**src/rtl/btn_ce_gen.sv**
```systemverilog
// Push-button front end: synchronizes and debounces a raw button, then emits
// single-clock ce pulses (press plus optional auto-repeat) for the counter chain.
module btn_ce_gen #(
  parameter int DEB_CYCLES = 500000,
  parameter int RPT_EN     = 1,
  parameter int RPT_DELAY  = 25000000,
  parameter int RPT_PERIOD = 5000000
) (
  input  logic clk,
  input  logic Rn,
  input  logic btn,
  output logic ce,
  output logic level,
  output logic held
);

  localparam int RPT_MAX = (RPT_DELAY > RPT_PERIOD) ? RPT_DELAY : RPT_PERIOD;
  localparam int DCNT_W  = $clog2(DEB_CYCLES);
  localparam int RCNT_W  = $clog2(RPT_MAX);

  localparam logic [DCNT_W-1:0] DEB_LAST    = DCNT_W'(DEB_CYCLES - 1);
  localparam logic [RCNT_W-1:0] DELAY_LAST  = RCNT_W'(RPT_DELAY - 1);
  localparam logic [RCNT_W-1:0] PERIOD_LAST = RCNT_W'(RPT_PERIOD - 1);

  typedef enum logic [1:0] {
    IDLE   = 2'd0,
    HOLD   = 2'd1,
    REPEAT = 2'd2
  } state_t;

  logic              s1_q, s1_d;
  logic              s2_q, s2_d;
  logic [DCNT_W-1:0] dcnt_q, dcnt_d;
  logic              level_q, level_d;
  logic [RCNT_W-1:0] rcnt_q, rcnt_d;
  logic              ce_q, ce_d;
  logic              held_q, held_d;
  state_t            state_q, state_d;
  logic              rise, fall;

  always_comb begin
    s1_d    = btn;
    s2_d    = s1_q;
    dcnt_d  = '0;
    level_d = level_q;
    if (s2_q != level_q) begin
      if (dcnt_q == DEB_LAST) begin
        level_d = s2_q;
      end else begin
        dcnt_d = dcnt_q + DCNT_W'(1);
      end
    end

    // The FSM reacts to the level change on the same edge that registers it,
    // so the press pulse and held line up with the level rise.
    rise = level_d & ~level_q;
    fall = ~level_d & level_q;

    state_d = state_q;
    rcnt_d  = rcnt_q;
    ce_d    = 1'b0;
    if (fall) begin
      state_d = IDLE;
      rcnt_d  = '0;
    end else begin
      case (state_q)
        IDLE: begin
          if (rise) begin
            ce_d    = 1'b1;
            rcnt_d  = '0;
            state_d = HOLD;
          end
        end
        HOLD: begin
          if (RPT_EN != 0) begin
            if (rcnt_q == DELAY_LAST) begin
              ce_d    = 1'b1;
              rcnt_d  = '0;
              state_d = REPEAT;
            end else begin
              rcnt_d = rcnt_q + RCNT_W'(1);
            end
          end
        end
        REPEAT: begin
          if (rcnt_q == PERIOD_LAST) begin
            ce_d   = 1'b1;
            rcnt_d = '0;
          end else begin
            rcnt_d = rcnt_q + RCNT_W'(1);
          end
        end
        default: begin
          state_d = IDLE;
          rcnt_d  = '0;
        end
      endcase
    end

    held_d = (state_d != IDLE);
  end

  always_ff @(posedge clk) begin
    if (!Rn) begin
      s1_q    <= 1'b0;
      s2_q    <= 1'b0;
      dcnt_q  <= '0;
      level_q <= 1'b0;
      rcnt_q  <= '0;
      ce_q    <= 1'b0;
      held_q  <= 1'b0;
      state_q <= IDLE;
    end else begin
      s1_q    <= s1_d;
      s2_q    <= s2_d;
      dcnt_q  <= dcnt_d;
      level_q <= level_d;
      rcnt_q  <= rcnt_d;
      ce_q    <= ce_d;
      held_q  <= held_d;
      state_q <= state_d;
    end
  end

  assign ce    = ce_q;
  assign level = level_q;
  assign held  = held_q;

endmodule
```
**config.mk**
```make
export PLATFORM = sky130hd
export DESIGN_NAME = btn_ce_gen
export DESIGN_NICKNAME = d
export VERILOG_FILES = /design/src/rtl/btn_ce_gen.sv
export SDC_FILE = /design/constraint.sdc
export NUM_CORES = 1
export LEC_CHECK = 0
export CORE_MARGIN = 2
export CORE_UTILIZATION = 35
export CTS_CLUSTER_SIZE = 12
export DETAILED_ROUTE_END_ITERATION = 8
export PLACE_DENSITY = 0.6
export SLEW_MARGIN = 40
export SYNTH_ARGS = -nofsm -noshare
export SYNTH_HDL_FRONTEND = slang
export SYNTH_SLANG_ARGS = --single-unit
```
**constraint.sdc**
```tcl
create_clock -name clk -period 6.14 [get_ports clk]
set_input_delay 1.228 -clock clk [delete_from_list [all_inputs] [get_ports clk]]
set_output_delay 1.228 -clock clk [all_outputs]
set_load 0.1 [all_outputs]
```
==> Yosys cells after proc, flatten, opt, wreduce, memory -nomap -nowiden <==
Index checks and enable logic that the tools add are counted.
{ "word_totals": {"register_bits": 51, "in_bits": 3, "output_inout_bits": 3, "wordCells": 41} }
{ "op_classes": {"n_addsub": 2, "n_eq_ne": 7, "mux": 14, "n_bitwise": 6, "n_reduce_logical": 4} }
{ "ops": {"columns": ["operator", "n"], "rows": [
  ["25-bit two-way mux", 3],
  ["25-bit case mux with 3 select lines", 1],
  ["25-bit by 1-bit adder with 25-bit output, second input constant", 1],
  ["25-bit by 23-bit == test with 1-bit output, second input constant", 1],
  ["25-bit == test, second input constant", 1],
  ["19-bit by 1-bit adder with 19-bit output, second input constant", 1],
  ["19-bit == test, second input constant", 1],
  ["2-bit two-way mux", 3],
  ["2-bit case mux with 3 select lines", 1],
  ["1-bit two-way mux", 5],
  ["1-bit NOT", 4],
  ["1-bit case mux with 3 select lines", 1],
  ["3-bit OR reduction", 1],
  ["1-bit AND", 2],
  ["2-bit by 1-bit == test with 1-bit output, second input constant", 1],
  ["2-bit == test, second input constant", 1],
  ["2-bit logical NOT", 1],
  ["2-bit inequality test, second input constant", 1],
  ["2-bit nonzero test", 1],
  ["2-bit OR reduction", 1],
  ["1-bit inequality test", 1]
]} }

==> Depth between registers and ports, before layout <==
Gate-level depths: netlist of the first run.
{ "logic_depth": {"depth_word": 8, "ltp_mapped": 8, "mapped_depth_nobuf": 7} }

==> Worst setup path before layout of the first run <==
OpenSTA, ideal clock, no wires.
{ "synth_path": {"path_kind": "register -> register", "from": "register level_q (netlist: level)", "to": "register rcnt_q[14]", "setup_time_ps": 62, "arrival_ps": 2417, "t_required_ps": 6078, "setup_slack_ps": 3661, "path_stages_with_launch": 7, "n_path_buf": 1, "period_less_slack_ps": 2479, "cell_sequence": "dfxtp_1 nand2b_1 o31a_1 a2111o_1 buf_6 or4_1 nand3_1"} }
{ "synth_via": {"elab_chain_len": 5, "word_cells_on_any_way": 9, "classes_between": "2 x eq/ne; 2 x mux; 4 x bitwise; 1 x reduce/logical"} }
{ "synth_lines": {"columns": ["item", "line", "text"], "rows": [
  ["start: declaration", "34", "logic level_q, level_d;"],
  ["start signal: assignment", "117", "level_q <= level_d;"],
  ["1-bit two-way mux or 1-bit inequality test (tied branches)", "47, 46", null],
  ["1-bit two-way mux", "46", "if (s2_q != level_q) begin"],
  ["1-bit NOT", "57", "fall = ~level_d & level_q;"],
  ["1-bit AND", "57", null],
  ["2-bit OR reduction (no line)", null, null],
  ["end signal: assignment", "118", "rcnt_q <= rcnt_d;"],
  ["end: declaration", "35", "logic [RCNT_W-1:0] rcnt_q, rcnt_d;"]
]} }
Parallel ways exist; a longest one is shown, timed or not.
A chain may end at the register's enable or synchronous reset.

==> Worst setup path after layout of the first run <==
{ "layout_path": {"from": "register rcnt_q[0]", "to": "register rcnt_q[24]"} }
{ "layout_via": {"elab_chain_len": 3, "word_cells_on_any_way": 6, "classes_between": "1 x add/sub; 2 x eq/ne; 3 x mux"} }
{ "layout_lines": {"columns": ["item", "line", "text"], "rows": [
  ["25-bit by 1-bit adder with 25-bit output, or another cell as far along", "81, 90", null],
  ["25-bit two-way mux, on equally long branches", "86, 76", null],
  ["25-bit case mux with 3 select lines (*)", "66", "case (state_q)"]
]} }
Every way passes the cells marked *; elsewhere a longest branch is shown, timed or not.

==> flow_summary.toml, run 1 <==
[clocking]
post_cts_resized = 0
tritoncts_buffer_count = 5
post_cts_hold_buffer_count = 0
cts_buffer_depth = 2
clock_sink_count = 51
cts_root_buf = "sky130_fd_sc_hd__clkbuf_8"
clk_transition_reported_paths_ns = 0.10
cts-htree-levels = 2
clk_latency_ns = 0.30
cts_tree = "done"
cts.repair_timing.setup_buffer_count = 0

[drt]
drt_wl_total_um = 5210
route.vias.total = 2220
drc = 0
detail_route.iter0.violations = 145
detail_route.first_pass.iterations = 4
via_per_inst = 5.36
route.antenna.remaining_nets = 0
route.detailed.wl_per_inst_um = 12.6

[yosys]
postSynth.topFlopCell = "sky130_fd_sc_hd__dfxtp_1"
synthesis.instances = 312
synthTopCellsByArea = "sky130_fd_sc_hd__dfxtp_1, sky130_fd_sc_hd__nand3_1, sky130_fd_sc_hd__nand2_1"
yosys.cell_types.count = 46
post-synth-top-area-cell = "sky130_fd_sc_hd__dfxtp_1"
post-synth-top-area-fraction_pct = 40.0
ys_seq_elements = 51
synth_warnings = 0
async_reset_ff_share_pct = 0
netlist_area_pre_place_um2 = 2550
synth-edff-count = 0
syn_area_per_cell_um2 = 8.19
seq_area_frac_synth_pct = 40.0
mappedNetlistNets = 321

[worst_setup_path]
worstSetupStartpointType = "flip-flop"
critical-path-max-stage-delay_ns = 0.72
critPathMaxFanout = 23
timing.setup.critical_path_class = "flip-flop to flip-flop"
worstPathRequired_ns = 6.33
endpoint_kind = "flip-flop"
cp_cell_sequence = "ha_1 -> nand3_1 -> or4b_2 -> o31ai_1 -> a2111o_1 -> or4_1 -> nand3_1"
slowest_stage = "sky130_fd_sc_hd__a2111o_1"
critical_path.most_common_cell = "sky130_fd_sc_hd__nand3_1"
critical_path_arrival_ns = 3.27

[min_path]
hold_class = "flip-flop to flip-flop"

[sta]
max-slew-margin-rel_pct = 52.2
finalSetupViolCount = 0
report.final.slew_viol_count = 0
finalSetupTns_ns = 0
finalCritPeriodShare_pct = 50.1
tightest_slew_ns = 0.716
final.min_clock_period_ns = 3.08
report.final.hold_viol_count = 0
post_route_setup_slack_ns = 3.06
final_setup_skew_ns = 0.00972
grt_setup_unrepaired = "no"
max_freq_mhz = 325
whs_ns = 0.444

[grt]
grt_start_max_net_pins = 24
antenna_found_initial = 0
sum_of_overflow_across_all_layers_after_global_routing = 0
grt_first_pass_wirelength_um = 9060
vias_in_the_first_global_route = 2006
globalRouteTotalUtil_pct = 14.3

[cells_and_area]
synthToLayoutAreaGrowth_pct = 10.2
antenna_cells_inserted = 0
drive_gt1_share_pct = 6.67
finish.net_count = 323

[power_and_ir_drop]
p_total_uw = 615
peakVddDrop_mv = 0.0952
cellLeakagePower_uw = 0.000920
powerDensity_nw_per_um2 = 218

[die]
initial_utilization_pct = 35.6
die_height_um = 89.4
fp.coreArea_um2 = 7180
boundaryPins = 6
rows = 31
die_area_um2 = 8000
fp.dieW_um = 89.4

[run_status]
status = "completed"

[placement]
post-place-ws_ns = 2.77
buffer_ports.inserted = 5
routabilityCongestion = 0.795
hpwl_um = 3570

[flow_run]
max_cap_violations = 0
-- through the flow --
step	util [%]	instances	cell area, um2
after detailed placement	37.3	406	2680
after global placement	37.5	406	2690
after global routing	39.3	414	2820
after CTS	39.2	414	2810
final	39.3	414	2820
after floorplan	-	312	2550
-- worst max-delay path: cells and delay by family (launching register included) --
family	cells	cell delay, ns
DFF	1	0.40
adders and majority gates	1	0.21
and+or+nand+nor	4	1.12
AOI/OAI and AO/OA	2	1.24
-- path summary, 6_finish.rpt --
path | from | to | slack (ns) | depth (start not counted)
worst max-delay path | rcnt_q[0]$_SDFFE_PP0P_ | rcnt_q[24]$_SDFFE_PP0P_ | 3.06 | 7
worst min-delay path | s1_q$_SDFF_PN0_ | s2_q$_SDFF_PN0_ | 0.44 | 1
worst max register to register | rcnt_q[0]$_SDFFE_PP0P_ | rcnt_q[24]$_SDFFE_PP0P_ | 3.06 | 7
worst min register to register | s1_q$_SDFF_PN0_ | s2_q$_SDFF_PN0_ | 0.44 | 1
-- flip-flops by register name (all words and copies together), names as in the netlist --
register	count
ce	1
dcnt_q	19
held	1
level	1
rcnt_q	25
s1_q	1
s2_q	1
state_q	2
-- final cells by class --
cell class | count | area [um2]
Sequential cell | 51 | 1020
Multi-Input combinational cell | 241 | 1460
Clock buffer | 6 | 72.6
Fill cell | 736 | 4360
Clock inverter | 2 | 60.1
Inverter | 8 | 30.0
Timing Repair Buffer | 7 | 50.0
Tap cell | 99 | 124
-- layout by cell type, fill, tap and decap left out, types with 2 or more instances in the layout --
master	n
sky130_fd_sc_hd__nor2_1	32
sky130_fd_sc_hd__and4_1	6
sky130_fd_sc_hd__nand2b_1	2
sky130_fd_sc_hd__o311ai_0	5
sky130_fd_sc_hd__or2_2	3
sky130_fd_sc_hd__o211ai_1	3
sky130_fd_sc_hd__o31ai_2	2
sky130_fd_sc_hd__clkbuf_8	5
sky130_fd_sc_hd__inv_1	8
sky130_fd_sc_hd__and3_1	7
sky130_fd_sc_hd__nand3b_1	2
sky130_fd_sc_hd__a21oi_1	6
sky130_fd_sc_hd__xor2_1	13
sky130_fd_sc_hd__clkdlybuf4s50_1	2
sky130_fd_sc_hd__o31ai_1	2
sky130_fd_sc_hd__bufinv_16	2
sky130_fd_sc_hd__dfxtp_1	51
sky130_fd_sc_hd__and2_1	3
sky130_fd_sc_hd__nor4_1	2
sky130_fd_sc_hd__buf_2	3
sky130_fd_sc_hd__nand3_1	47
sky130_fd_sc_hd__nor4bb_1	3
sky130_fd_sc_hd__o311ai_1	6
sky130_fd_sc_hd__nand4_1	10
sky130_fd_sc_hd__or3_1	7
sky130_fd_sc_hd__ha_1	6
sky130_fd_sc_hd__or4_1	7
sky130_fd_sc_hd__nand2_1	45
sky130_fd_sc_hd__buf_4	2
sky130_fd_sc_hd__o21a_1	2
sky130_fd_sc_hd__xnor2_1	4
-- Yosys cell counts (3+ instances only) --
cell,instances
sky130_fd_sc_hd__dfxtp_1,51
sky130_fd_sc_hd__nand3_1,47
sky130_fd_sc_hd__nand2_1,45
sky130_fd_sc_hd__nor2_1,32
sky130_fd_sc_hd__xor2_1,13
sky130_fd_sc_hd__nand4_1,10
sky130_fd_sc_hd__clkbuf_1,8
sky130_fd_sc_hd__inv_1,8
sky130_fd_sc_hd__and3_1,7
sky130_fd_sc_hd__or3_1,7
sky130_fd_sc_hd__or4_1,7
sky130_fd_sc_hd__a21oi_1,6
sky130_fd_sc_hd__and4_1,6
sky130_fd_sc_hd__ha_1,6
sky130_fd_sc_hd__o311ai_1,6
sky130_fd_sc_hd__o311ai_0,5
sky130_fd_sc_hd__xnor2_1,4
sky130_fd_sc_hd__and2_1,3
sky130_fd_sc_hd__nor4bb_1,3
sky130_fd_sc_hd__o211ai_1,3
sky130_fd_sc_hd__o31ai_1,3
sky130_fd_sc_hd__or2_2,3
-- cells by family (layout without fill, tap and decap cells) --
logic type                 count (synthesis)  in the layout  synth area share (%)
adders and majority gates                  6              6                  2.94
and+or+nand+nor                          184            184                  37.6
DFF                                       51             51                  40.0
AOI/OAI and AO/OA                         34             34                  10.3
buffers and inverters                     20             23                  3.33
xor gates and xnor gates                  17             17                  5.83
-- layer usage --
metal	track usage, %	up-vias	wire (um)
li1	-	1142	-
met4	4.75	0	44
met2	23.5	44	2320
met1	18.8	1030	2640
met3	2.77	4	196
met5	0	-	0
-- power by group --
| group | switching [uW] | total (uW) | internal [uW] |
|---|---|---|---|
| registers | 0.470 | 332 | 331 |
| logic | 5.60 | 8.47 | 2.88 |
| clock network | 111 | 274 | 163 |
Power figures use the tool's default switching activity.
==> run 2, diff against run 1 <==
--- a/config.mk
+++ b/config.mk
@@ -9,7 +9,7 @@
 export CORE_UTILIZATION = 35
 export CTS_CLUSTER_SIZE = 12
 export DETAILED_ROUTE_END_ITERATION = 8
-export PLACE_DENSITY = 0.6
+export PLACE_DENSITY = 0.62
 export SLEW_MARGIN = 40
 export SYNTH_ARGS = -nofsm -noshare
 export SYNTH_HDL_FRONTEND = slang
==> constraint.sdc (replaced) <==
create_clock -name clk -period 2.7 [get_ports clk]
set_input_delay 0.54 -clock clk [delete_from_list [all_inputs] [get_ports clk]]
set_output_delay 0.54 -clock clk [all_outputs]
set_load 0.1 [all_outputs]
==> run 2 against run 1 <==
- critical path depth grew 1
- core utilization grew 0.66 points
- critical path type unchanged
- maximum frequency grew 21%
- highest routed layer unchanged
- global-route usage grew 0.21 points
- total power grew 120%
==> flow_summary.toml, run 2 (synthesized netlist as in run 1, its figures left out) <==
[clocking]
tritoncts_buffer_count = 5
cts_buffer_depth = 2
cts_root_buf = "sky130_fd_sc_hd__clkbuf_8"
cts.repair_timing.setup_buffer_count = 0
cts-htree-levels = 2
clock_sink_count = 51
cts_tree = "done"
clk_latency_ns = 0.31
clk_transition_reported_paths_ns = 0.10

[grt]
sum_of_overflow_across_all_layers_after_global_routing = 0
globalRouteTotalUtil_pct = 14.5
antenna_found_initial = 0
grt_first_pass_wirelength_um = 9180
vias_in_the_first_global_route = 1980
grt_start_max_net_pins = 24

[die]
fp.dieW_um = 89.4
fp.coreArea_um2 = 7180
initial_utilization_pct = 35.6
rows = 31
boundaryPins = 6
die_height_um = 89.4
die_area_um2 = 8000

[drt]
via_per_inst = 5.27
detail_route.first_pass.iterations = 5
route.detailed.wl_per_inst_um = 12.4
drc = 0
route.vias.total = 2222
detail_route.iter0.violations = 193
route.antenna.remaining_nets = 0
drt_wl_total_um = 5220

[cells_and_area]
fin_cells = 422
drive_gt1_share_pct = 9.60
regMostFlops = "rcnt_q"
fillerInstances = 722
final_common_cell = "sky130_fd_sc_hd__dfxtp_1"
antenna_cells_inserted = 0
synthToLayoutAreaGrowth_pct = 12.1
finish.net_count = 331
largestRegisters = "rcnt_q (25), dcnt_q (19), state_q (2)"
mostFrequentLayoutCells = "sky130_fd_sc_hd__dfxtp_1, sky130_fd_sc_hd__nand3_1, sky130_fd_sc_hd__nand2_1"
largest_reg_flops = 25

[placement]
routabilityCongestion = 0.806
post-place-ws_ns = 0.165
buffer_ports.inserted = 5
post_place_cells = 414
hpwl_um = 3690

[worst_setup_path]
worstSetupEndpoint = "rcnt_q[20]$_SDFFE_PP0P_"
r2r_start = "dcnt_q[1]$_SDFF_PP0_"
worstPathRequired_ns = 2.96
reg2reg_depth = 8
worstSetupStartpointType = "flip-flop"
endpoint_kind = "flip-flop"
timing.setup.critical_path_class = "flip-flop to flip-flop"
critPathMaxFanout = 12
r2r-end = "rcnt_q[20]$_SDFFE_PP0P_"
r2r_slack_ns = 0.16
critical_path_arrival_ns = 2.80
crit_start = "dcnt_q[1]$_SDFF_PP0_"

[flow_run]
max_cap_violations = 0

[power_and_ir_drop]
powerDensity_nw_per_um2 = 463
peakVddDrop_mv = 0.237
p_total_uw = 1330
cellLeakagePower_uw = 0.000946

[sta]
finalSetupTns_ns = 0
max_freq_mhz = 394
tightest_slew_ns = 0.613
finalCritPeriodShare_pct = 94.1
finalSetupViolCount = 0
final_setup_skew_ns = 0.0119
final.min_clock_period_ns = 2.54
report.final.slew_viol_count = 0
max-slew-margin-rel_pct = 58.8
whs_ns = 0.439
report.final.hold_viol_count = 0
post_route_setup_slack_ns = 0.160

[min_path]
hold_class = "flip-flop to flip-flop"
whs_path_depth = 1

[run_status]
status = "completed"
## run 2: cell count changes in the layout (fill, tap and decap cells not counted), sizes merged
cell / previous run / this run
bufinv: 2 / 1
buf: 5 / 13
inv: 8 / 9
clkinvlp: 0 / 1
clkbuf: 6 / 5
## run 2: worst min-delay path by stage
stage / start / end / slack, ns
finish: dcnt_q[0]$_SDFF_PP0_ / dcnt_q[0]$_SDFF_PP0_ / 0.44
global route: dcnt_q[0]$_SDFF_PP0_ / dcnt_q[0]$_SDFF_PP0_ / 0.46
CTS: s1_q$_SDFF_PN0_ / s2_q$_SDFF_PN0_ / 0.45
detailed placement: s1_q$_SDFF_PN0_ / s2_q$_SDFF_PN0_ / 0.42
global placement: s1_q$_SDFF_PN0_ / s2_q$_SDFF_PN0_ / 0.41
floorplan: s1_q$_SDFF_PN0_ / s2_q$_SDFF_PN0_ / 0.41
## run 2: critical path, stage by stage (launching register included)
cell	delay, ns
sky130_fd_sc_hd__dfxtp_1	0.38
sky130_fd_sc_hd__ha_1	0.22
sky130_fd_sc_hd__and4_2	0.27
sky130_fd_sc_hd__nand4_2	0.12
sky130_fd_sc_hd__o31a_1	0.34
sky130_fd_sc_hd__a2111o_1	0.41
sky130_fd_sc_hd__buf_4	0.18
sky130_fd_sc_hd__or4_1	0.50
sky130_fd_sc_hd__nand3_1	0.09
## run 2: timing repair
action	4_1_cts	5_1_grt
setup endpoints to repair	0	1
gates resized for setup	0	2
hold buffers	0	0
## run 2: report_power, final
group          switching (uW)  internal (uW)
logic                    13.2           7.31
clock network             270            280
registers                1.11            754
total                     285           1040
## run 2: area by class of cell
cell class / instances / area (um2) / area share, %
Clock buffer: 5 / 68.8 / 2.40
Clock inverter: 3 / 46.3 / 1.62
Inverter: 8 / 30.0 / 1.05
Multi-Input combinational cell: 241 / 1460 / 50.8
Sequential cell: 51 / 1020 / 35.7
Tap cell: 99 / 124 / 4.33
Timing Repair Buffer: 15 / 118 / 4.11
## run 2: metrics by stage
stage	util (%)	area [um2]
finish	39.9	2860
floorplan	-	2550
detailed placement	38.3	2750
global route	39.9	2860
global placement	38.3	2750
CTS	39.9	2860
## run 2: routing by layer
metal	up-vias	wire length [um]	GRT usage (%)
met1	1040	2680	21.0
met4	0	14	4.48
met3	2	150	3.05
met5	-	0	0
li1	1155	-	-
met2	25	2380	21.5
